===== src/rtl/unary_pkg.sv =====
// Shared types and helpers for the unary window decoder.
package unary_pkg;

    typedef enum logic {ST_SKIP, ST_ACC} udec_state_t;

    function automatic int unsigned win_len(input int unsigned bitw);
        return 32'd1 << bitw;
    endfunction

endpackage


===== src/rtl/output_slot.sv =====
// One-entry valid/ready holding register; reports loads that find it full and unpopped.
module output_slot #(
    parameter int unsigned WIDTH = 5
) (
    input  logic             clk,
    input  logic             rst,
    input  logic             clr,
    input  logic             load,
    input  logic [WIDTH-1:0] data_in,
    input  logic             pop,
    output logic             full,
    output logic [WIDTH-1:0] data_out,
    output logic             drop
);

    logic             full_q, full_d;
    logic [WIDTH-1:0] data_q, data_d;
    logic             pop_eff;

    always_comb begin
        pop_eff = pop & full_q;
        drop    = load & full_q & ~pop;
        full_d  = full_q & ~pop_eff;
        data_d  = data_q;
        // A pop in the same cycle frees the slot for the incoming value.
        if (load && (!full_q || pop_eff)) begin
            full_d = 1'b1;
            data_d = data_in;
        end
        if (clr) begin
            full_d = 1'b0;
        end
    end

    always_ff @(posedge clk or posedge rst) begin
        if (rst) begin
            full_q <= 1'b0;
            data_q <= '0;
        end else begin
            full_q <= full_d;
            data_q <= data_d;
        end
    end

    assign full     = full_q;
    assign data_out = data_q;

endmodule


===== src/rtl/unary_window_decoder.sv =====
// Unary bitstream to binary count: skips start-up bits, then counts ones per 2**BITW window.
module unary_window_decoder
    import unary_pkg::*;
#(
    parameter int unsigned BITW = 4,
    parameter int unsigned SKIP = 2
) (
    input  logic            clk,
    input  logic            rst,
    input  logic            clr,
    input  logic            in_vld,
    input  logic            in_bit,
    output logic            out_vld,
    input  logic            out_rdy,
    output logic [BITW:0]   out_cnt,
    output logic            ovf
);

    localparam int unsigned SkipW = (SKIP == 0) ? 1 : $clog2(SKIP + 1);
    localparam int unsigned CntW  = BITW + 1;
    localparam udec_state_t StInit = (SKIP == 0) ? ST_ACC : ST_SKIP;
    localparam logic [SkipW-1:0] SkipLast = SkipW'((SKIP == 0) ? 0 : SKIP - 1);
    localparam logic [BITW-1:0]  WinLast  = BITW'(win_len(BITW) - 1);

    udec_state_t      state_q, state_d;
    logic [SkipW-1:0] skip_q, skip_d;
    logic [BITW-1:0]  win_q, win_d;
    logic [BITW-1:0]  ones_q, ones_d;
    logic             ovf_q, ovf_d;
    logic             done;
    logic [CntW-1:0]  result;
    logic             drop;

    always_comb begin
        state_d = state_q;
        skip_d  = skip_q;
        win_d   = win_q;
        ones_d  = ones_q;
        done    = 1'b0;
        result  = {1'b0, ones_q} + CntW'(in_bit);
        if (clr) begin
            state_d = StInit;
            skip_d  = '0;
            win_d   = '0;
            ones_d  = '0;
        end else if (in_vld) begin
            unique case (state_q)
                ST_SKIP: begin
                    skip_d = skip_q + 1'b1;
                    if (skip_q == SkipLast) begin
                        state_d = ST_ACC;
                    end
                end
                ST_ACC: begin
                    win_d = win_q + 1'b1;
                    // Last bit of the window: ones_q never exceeds 2**BITW-1 here.
                    if (win_q == WinLast) begin
                        done   = 1'b1;
                        ones_d = '0;
                    end else begin
                        ones_d = ones_q + BITW'(in_bit);
                    end
                end
            endcase
        end
    end

    always_comb begin
        ovf_d = clr ? 1'b0 : (ovf_q | drop);
    end

    always_ff @(posedge clk or posedge rst) begin
        if (rst) begin
            state_q <= StInit;
            skip_q  <= '0;
            win_q   <= '0;
            ones_q  <= '0;
            ovf_q   <= 1'b0;
        end else begin
            state_q <= state_d;
            skip_q  <= skip_d;
            win_q   <= win_d;
            ones_q  <= ones_d;
            ovf_q   <= ovf_d;
        end
    end

    output_slot #(
        .WIDTH (CntW)
    ) u_slot (
        .clk      (clk),
        .rst      (rst),
        .clr      (clr),
        .load     (done),
        .data_in  (result),
        .pop      (out_rdy),
        .full     (out_vld),
        .data_out (out_cnt),
        .drop     (drop)
    );

    assign ovf = ovf_q;

endmodule


===== config.mk =====
export PLATFORM = sky130hd
export DESIGN_NAME = unary_window_decoder
export DESIGN_NICKNAME = d
export VERILOG_FILES = /design/src/rtl/unary_pkg.sv /design/src/rtl/output_slot.sv /design/src/rtl/unary_window_decoder.sv
export SDC_FILE = /design/constraint.sdc
export NUM_CORES = 1
export LEC_CHECK = 0
export BUFFER_PORTS_ARGS = -buffer_cell sky130_fd_sc_hd__buf_4
export CAP_MARGIN = 20
export CORE_MARGIN = 1
export CORE_UTILIZATION = 48
export DETAILED_ROUTE_END_ITERATION = 7
export PLACE_DENSITY = 0.73
export SLEW_MARGIN = 10
export SYNTH_ARGS = -nofsm -noshare
export SYNTH_HDL_FRONTEND = slang
export SYNTH_SLANG_ARGS = --single-unit

===== constraint.sdc =====
create_clock -name clk -period 1.5 [get_ports clk]
set_clock_uncertainty 0.2 [all_clocks]
set_input_delay 0.075 -clock clk [delete_from_list [all_inputs] [get_ports clk]]
set_output_delay 0.075 -clock clk [all_outputs]
set_load 0.02 [all_outputs]

==> results of run 1 <==
[flip-flops by register name, indices dropped and copies added (netlist names)]
signal and flops:
ones_q 4, ovf 1, skip_q 2, state_q 1, u_slot.data_out 5, u_slot.full 1
win_q 4
[cell usage after synthesis, drive strengths merged, types with 2 or more instances]
cell type  instances  share of area, %
a21oi              5               2.9
a22o               3               3.1
and3               2               1.5
dfrtp             18                53
ha                 4               5.9
inv                4               1.8
mux2               4               5.3
nand2              3               1.3
nand2b             3               2.2
nand3              4               3.8
nor2               5               2.2
nor3               2               2.5
or3                2               1.5
xnor2              2               2.1
xor2               2               2.1
[stage by stage]
stage / worst slack, ps / TNS, ps / total power, mW / hold slack, ps
finish: -223 / -1660 / 0.848 / -43.2
floorplan: -81.7 / -408 / 0.556 / -186
global route: -246 / -2040 / 0.878 / -43.9
CTS: -147 / -790 / 0.842 / -22.4
detailed placement: -182 / -887 / 0.590 / -87.0
global placement: -156 / -729 / 0.589 / -88.5
[repair_timing]
| action | in CTS | in global routing |
|---|---|---|
| pin swaps | 4 | 4 |
| endpoints found under the setup margin | 6 | 11 |
| setup buffers | 4 | 3 |
| resized for setup | 12 | 10 |
| endpoints found under the hold margin | 29 | 2 |
[layer usage]
metal,up-vias,share of wire [%],GRT usage (%)
met4,0,2.4,12.7
met1,347,46,30.7
met5,-,0,0
li1,333,-,-
met2,17,48,33.2
met3,7,3.2,6.12
[kinds of logic after synthesis]
| group | count (synthesis) | synth area share (%) |
|---|---|---|
| mux | 4 | 5.29 |
| compound gates | 15 | 12.0 |
| simple gates | 24 | 17.6 |
| xor+xnor | 4 | 4.11 |
| fa+ha+maj | 4 | 5.87 |
| flops | 18 | 52.9 |
| buf+inv | 5 | 2.20 |
[report_power, final]
| group | internal (mW) | total, mW | switching, mW |
|---|---|---|---|
| clock network | 0.0937 | 0.242 | 0.148 |
| logic | 0.0501 | 0.100 | 0.0503 |
| registers | 0.496 | 0.506 | 0.00956 |
| total | 0.640 | 0.848 | 0.208 |
[layout make-up]
cell class	count	area (µm²)
Fill cell	98	304
Sequential cell	18	453
Multi-Input combinational cell	51	484
Inverter	4	15.0
Clock buffer	3	22.5
Timing Repair Buffer	33	278
Tap cell	16	20.0
[worst paths after layout]
path                                           startpoint                             end  slack (ps)  depth (start not counted)
setup / recovery                     win_q[0]$_DFFE_PP0P_  u_slot.data_out[1]$_DFFE_PP0P_        -220                          5
hold / removal                                     in_bit  u_slot.data_out[0]$_DFFE_PP0P_         -40                          3
setup reg to reg                     win_q[0]$_DFFE_PP0P_  u_slot.data_out[1]$_DFFE_PP0P_        -220                          5
hold reg to reg            u_slot.data_out[4]$_DFFE_PP0P_  u_slot.data_out[4]$_DFFE_PP0P_         330                          1
max in group asynchronous                             rst             state_q$_DFFE_PP0P_         740                          4
min in group asynchronous                             rst            win_q[0]$_DFFE_PP0P_         150                          4
[critical path: stages (launching register included)]
cell	delay [ps]
dfrtp_1	390
ha_2	200
nand3b_1	160
nor3_4	200
buf_12	150
mux2_4	300
==> impl_metrics.toml, run 1 <==
[placed_design]
place_area_um2 = 1040
dpl.cell_count = 112
portBuffers = 12
dp_hpwl_um = 1140
gp_congestion = 0.861

[global_route]
grt_first_pass_wirelength_um = 3090
grt_usage_pct = 22.8
grt_max_degree = 19
grt-ovfl-total = 0
grt_pass1_vias = 698
antenna_found_initial = 0

[cells_and_area]
final_cells = 125
syn2layout_area_growth_pct = 49.3
final_cell_mix = "buf_4, dfrtp_1, nor2_1"
fin_util_pct = 80.7
final_layout_size_suffix_gt1_share_pct = 47.7
n_antenna_cell = 0
stdcell_area_um2 = 1270
layout_commonest_cell = "buf_4"
fin_nets = 121

[cts]
cts_hold_buf = 4
clockRootBuffer = "clkbuf_4"
cts.sinks = 18
clk_path_buf_depth = 2
htree_levels = 1
clkTransAtPathRegs_ps = 100
cts_inserted_buffers = 3
clk_latency_ps = 300
cts_tree = "yes"

[setup_path]
cp_max_fo = 5
path_class = "reg2reg"
crit_arrival_ps = 1710
worstPathRequired_ps = 1480
startpoint_type = "register"
cp-end-kind = "register"

[sta]
worst_pin_slew_ps = 391
setup_viol = 11
period_needed_ps = 1720
timing.fmax_ghz = 0.580
rsz0062_at_grt = "yes"
maxSlewViolCount = 0
whs_ps = -43.2
hold_viol = 2
worst_slew_margin_rel_pct = 73.9
setup_ws_ps = -223
min_period_over_period_pct = 115

[drt]
drc = 2
avgRoutedWirePerCell_um = 17.8
via_per_inst = 5.63
ant_nets = 0
num_vias = 704
drt_iter0_markers = 20
wirelength_um = 2220
firstDrtPassIters = 6

[yosys]
yosysSeqAreaShare_pct = 52.9
syn_area_um2 = 852
ys_ff_latch = 18
syn-num-nets = 84
synth_edf_count = 0
yosysUniqueCellTypes = 28
synth-main-ff-cell = "dfrtp_1"
synthArstFlopShare_pct = 100
syn_inst = 74
yosys_warnings = 0
syn_avg_cell_area_um2 = 11.5

[power_and_ir_drop]
p_per_area_nw_per_um2 = 667
p_leak_nw = 0.581
vdd.ir_drop.worst_mv = 0.523

[floorplanning]
core_um2 = 1580
start_util_pct = 54.0
ios = 13
die_w_um = 44.1
die_area_um2 = 1950
rows = 14
die_h_um = 44.1

[flow_run]
cap_violations = 0

[run_status]
violations = "design-rule violations, negative hold slack, negative setup slack"
status = "finished, violations left"

[worst_hold_path]
hp-class = "in2reg"
Power figures use the tool's default switching activity.
==> run 2, diff against run 1 <==
CORE_UTILIZATION = 53   (was 48)
GPL_TIMING_DRIVEN = 1   (was unset)
PLACE_DENSITY = 0.76   (was 0.73)
clock period = 1.85 ns   (was 1.5 ns; I/O delays follow)
==> run 2 against run 1 <==
First-iteration DRC count shrank 70%; hold slack better by 290 ps; core utilization down 10 points; the run now ends clean; critical endpoint is now ones_q[2]$_DFFE_PP0P_; sequential power down 19%; clock-buffer cell count increased by 1; sequential share of layout area grew 7.0 points.
==> impl_metrics.toml, run 2 (synthesized netlist as in run 1, its figures left out) <==
[drt]
drt_iter0_markers = 6
ant_nets = 0
num_vias = 619
drc = 0
firstDrtPassIters = 5
via_per_inst = 5.58
avgRoutedWirePerCell_um = 12.6
wirelength_um = 1400

[cts]
cts_inserted_buffers = 3
htree_levels = 1
clockRootBuffer = "clkbuf_4"
cts.sinks = 18
cts_tree = "yes"
clk_latency_ps = 290
clkTransAtPathRegs_ps = 110
clk_path_buf_depth = 2

[sta]
min_period_over_period_pct = 95.4
setup_viol = 0
rsz0062_at_grt = "no"
worst_slew_margin_rel_pct = 54.9
period_needed_ps = 1760
timing.fmax_ghz = 0.567
worst_pin_slew_ps = 676
finalSetupTns_ps = 0
hold_viol = 0
maxSlewViolCount = 0
setup_ws_ps = 85.8

[placed_design]
portBuffers = 12
dpl.cell_count = 102
dp_hpwl_um = 1010
pre_cts_slack_ps = 148
place_area_um2 = 966
gp_congestion = 0.772

[setup_path]
reg2reg_setup_slack_ps = 200
cp-end-kind = "register"
startpoint_type = "primary input"
worstPathRequired_ps = 1890
timing.rr.start = "ones_q[0]$_DFFE_PP0P_"
cp_max_fo = 3
path_class = "in2reg"
crit_arrival_ps = 1800
r2r-end = "ones_q[2]$_DFFE_PP0P_"
r2r_cells = 5

[floorplanning]
core_um2 = 1510
die_area_um2 = 1770
die_w_um = 42.1
ios = 13
die_h_um = 42.1
rows = 14
start_util_pct = 56.6

[worst_hold_path]
hp-class = "in2async"

[cells_and_area]
final_layout_size_suffix_gt1_share_pct = 27.4
fin_nets = 106
syn2layout_area_growth_pct = 24.2
final_cell_mix = "dfrtp_1, buf_4, a21oi_1, nor2_1, dlygate4sd3_1"
n_antenna_cell = 0
largest_reg_flops = 5
final_cells = 111
layout_commonest_cell = "dfrtp_1"
stdcell_area_um2 = 1060

[flow_run]
cap_violations = 0

[power_and_ir_drop]
p_leak_nw = 0.508
p_per_area_nw_per_um2 = 672
vdd.ir_drop.worst_mv = 0.393

[global_route]
grt_first_pass_wirelength_um = 2470
grt_max_degree = 19
grt_pass1_vias = 598
grt-ovfl-total = 0
grt_usage_pct = 18.8
antenna_found_initial = 0

[run_status]
status = "completed"
==> run 2: cell count changes in the layout (fill, tap and decap cells not counted), moves of 2 or more <==
cell / delta
buf_4: -13
dfrtp_1: +2
ha_1: +3
nand2b_4: -2
mux2_2: +4
mux2_4: -4
nand2b_1: +2
buf_6: -2
dfrtp_2: -2
ha_4: -2
==> run 2: how the worst max path moves through the flow <==
stage	slack, ps	end	cells past startpoint	startpoint
after CTS	50	ones_q[2]$_DFFE_PP0P_	7	in_bit
after global routing	3	ones_q[2]$_DFFE_PP0P_	7	in_bit
after floorplan	250	ones_q[2]$_DFFE_PP0P_	5	ones_q[0]$_DFFE_PP0P_
after global placement	170	ones_q[2]$_DFFE_PP0P_	5	ones_q[0]$_DFFE_PP0P_
final	90	ones_q[2]$_DFFE_PP0P_	7	in_bit
after detailed placement	150	ones_q[2]$_DFFE_PP0P_	5	ones_q[0]$_DFFE_PP0P_
==> run 2: per-stage QoR <==
stage | hold WS [ps] | utilization, % | power [mW]
2_1_floorplan | -169 | - | 0.451
3_3_place_gp | 26.5 | 64.1 | 0.469
3_5_place_dp | 37.2 | 64.1 | 0.471
4_1_cts | 267 | 69.9 | 0.718
5_1_grt | 332 | 70.3 | 0.736
6_report | 247 | 70.3 | 0.712
==> run 2: layer usage <==
layer / up-vias / wire (µm) / global-route usage (%)
met3: 2 / 37 / 2.59
met2: 10 / 726 / 32.2
met4: 0 / 10 / 9.38
li1: 311 / - / -
met5: - / 0 / 0
met1: 296 / 627 / 23.4
==> run 2: report_power, final <==
part	switching (mW)	internal (mW)
Clock	0.120	0.120
Sequential	0.00911	0.402
Combinational	0.0317	0.0287
Total	0.161	0.551
==> run 2: layout make-up <==
type                    count  area (µm²)
flip-flops and latches     18         450
fillers                   120         448
multi-input cells          51         389
repair buffers             18         148
clock buffers               4        36.3
well taps                  16        20.0
inverters                   4        15.0
==> run 2: repair_timing <==
action,in CTS,in global routing
resized for setup,0,2
hold endpoints to repair,29,0
endpoints found under the setup margin,0,1
buffers inserted,0,0
hold buffers,5,0
==> run 2: worst max-delay path, stage by stage <==
cell,delay (ps)
dlygate4sd3_1,560
buf_4,140
ha_1,210
ha_1,210
nand2b_1,170
a2111oi_2,290
a21o_1,120
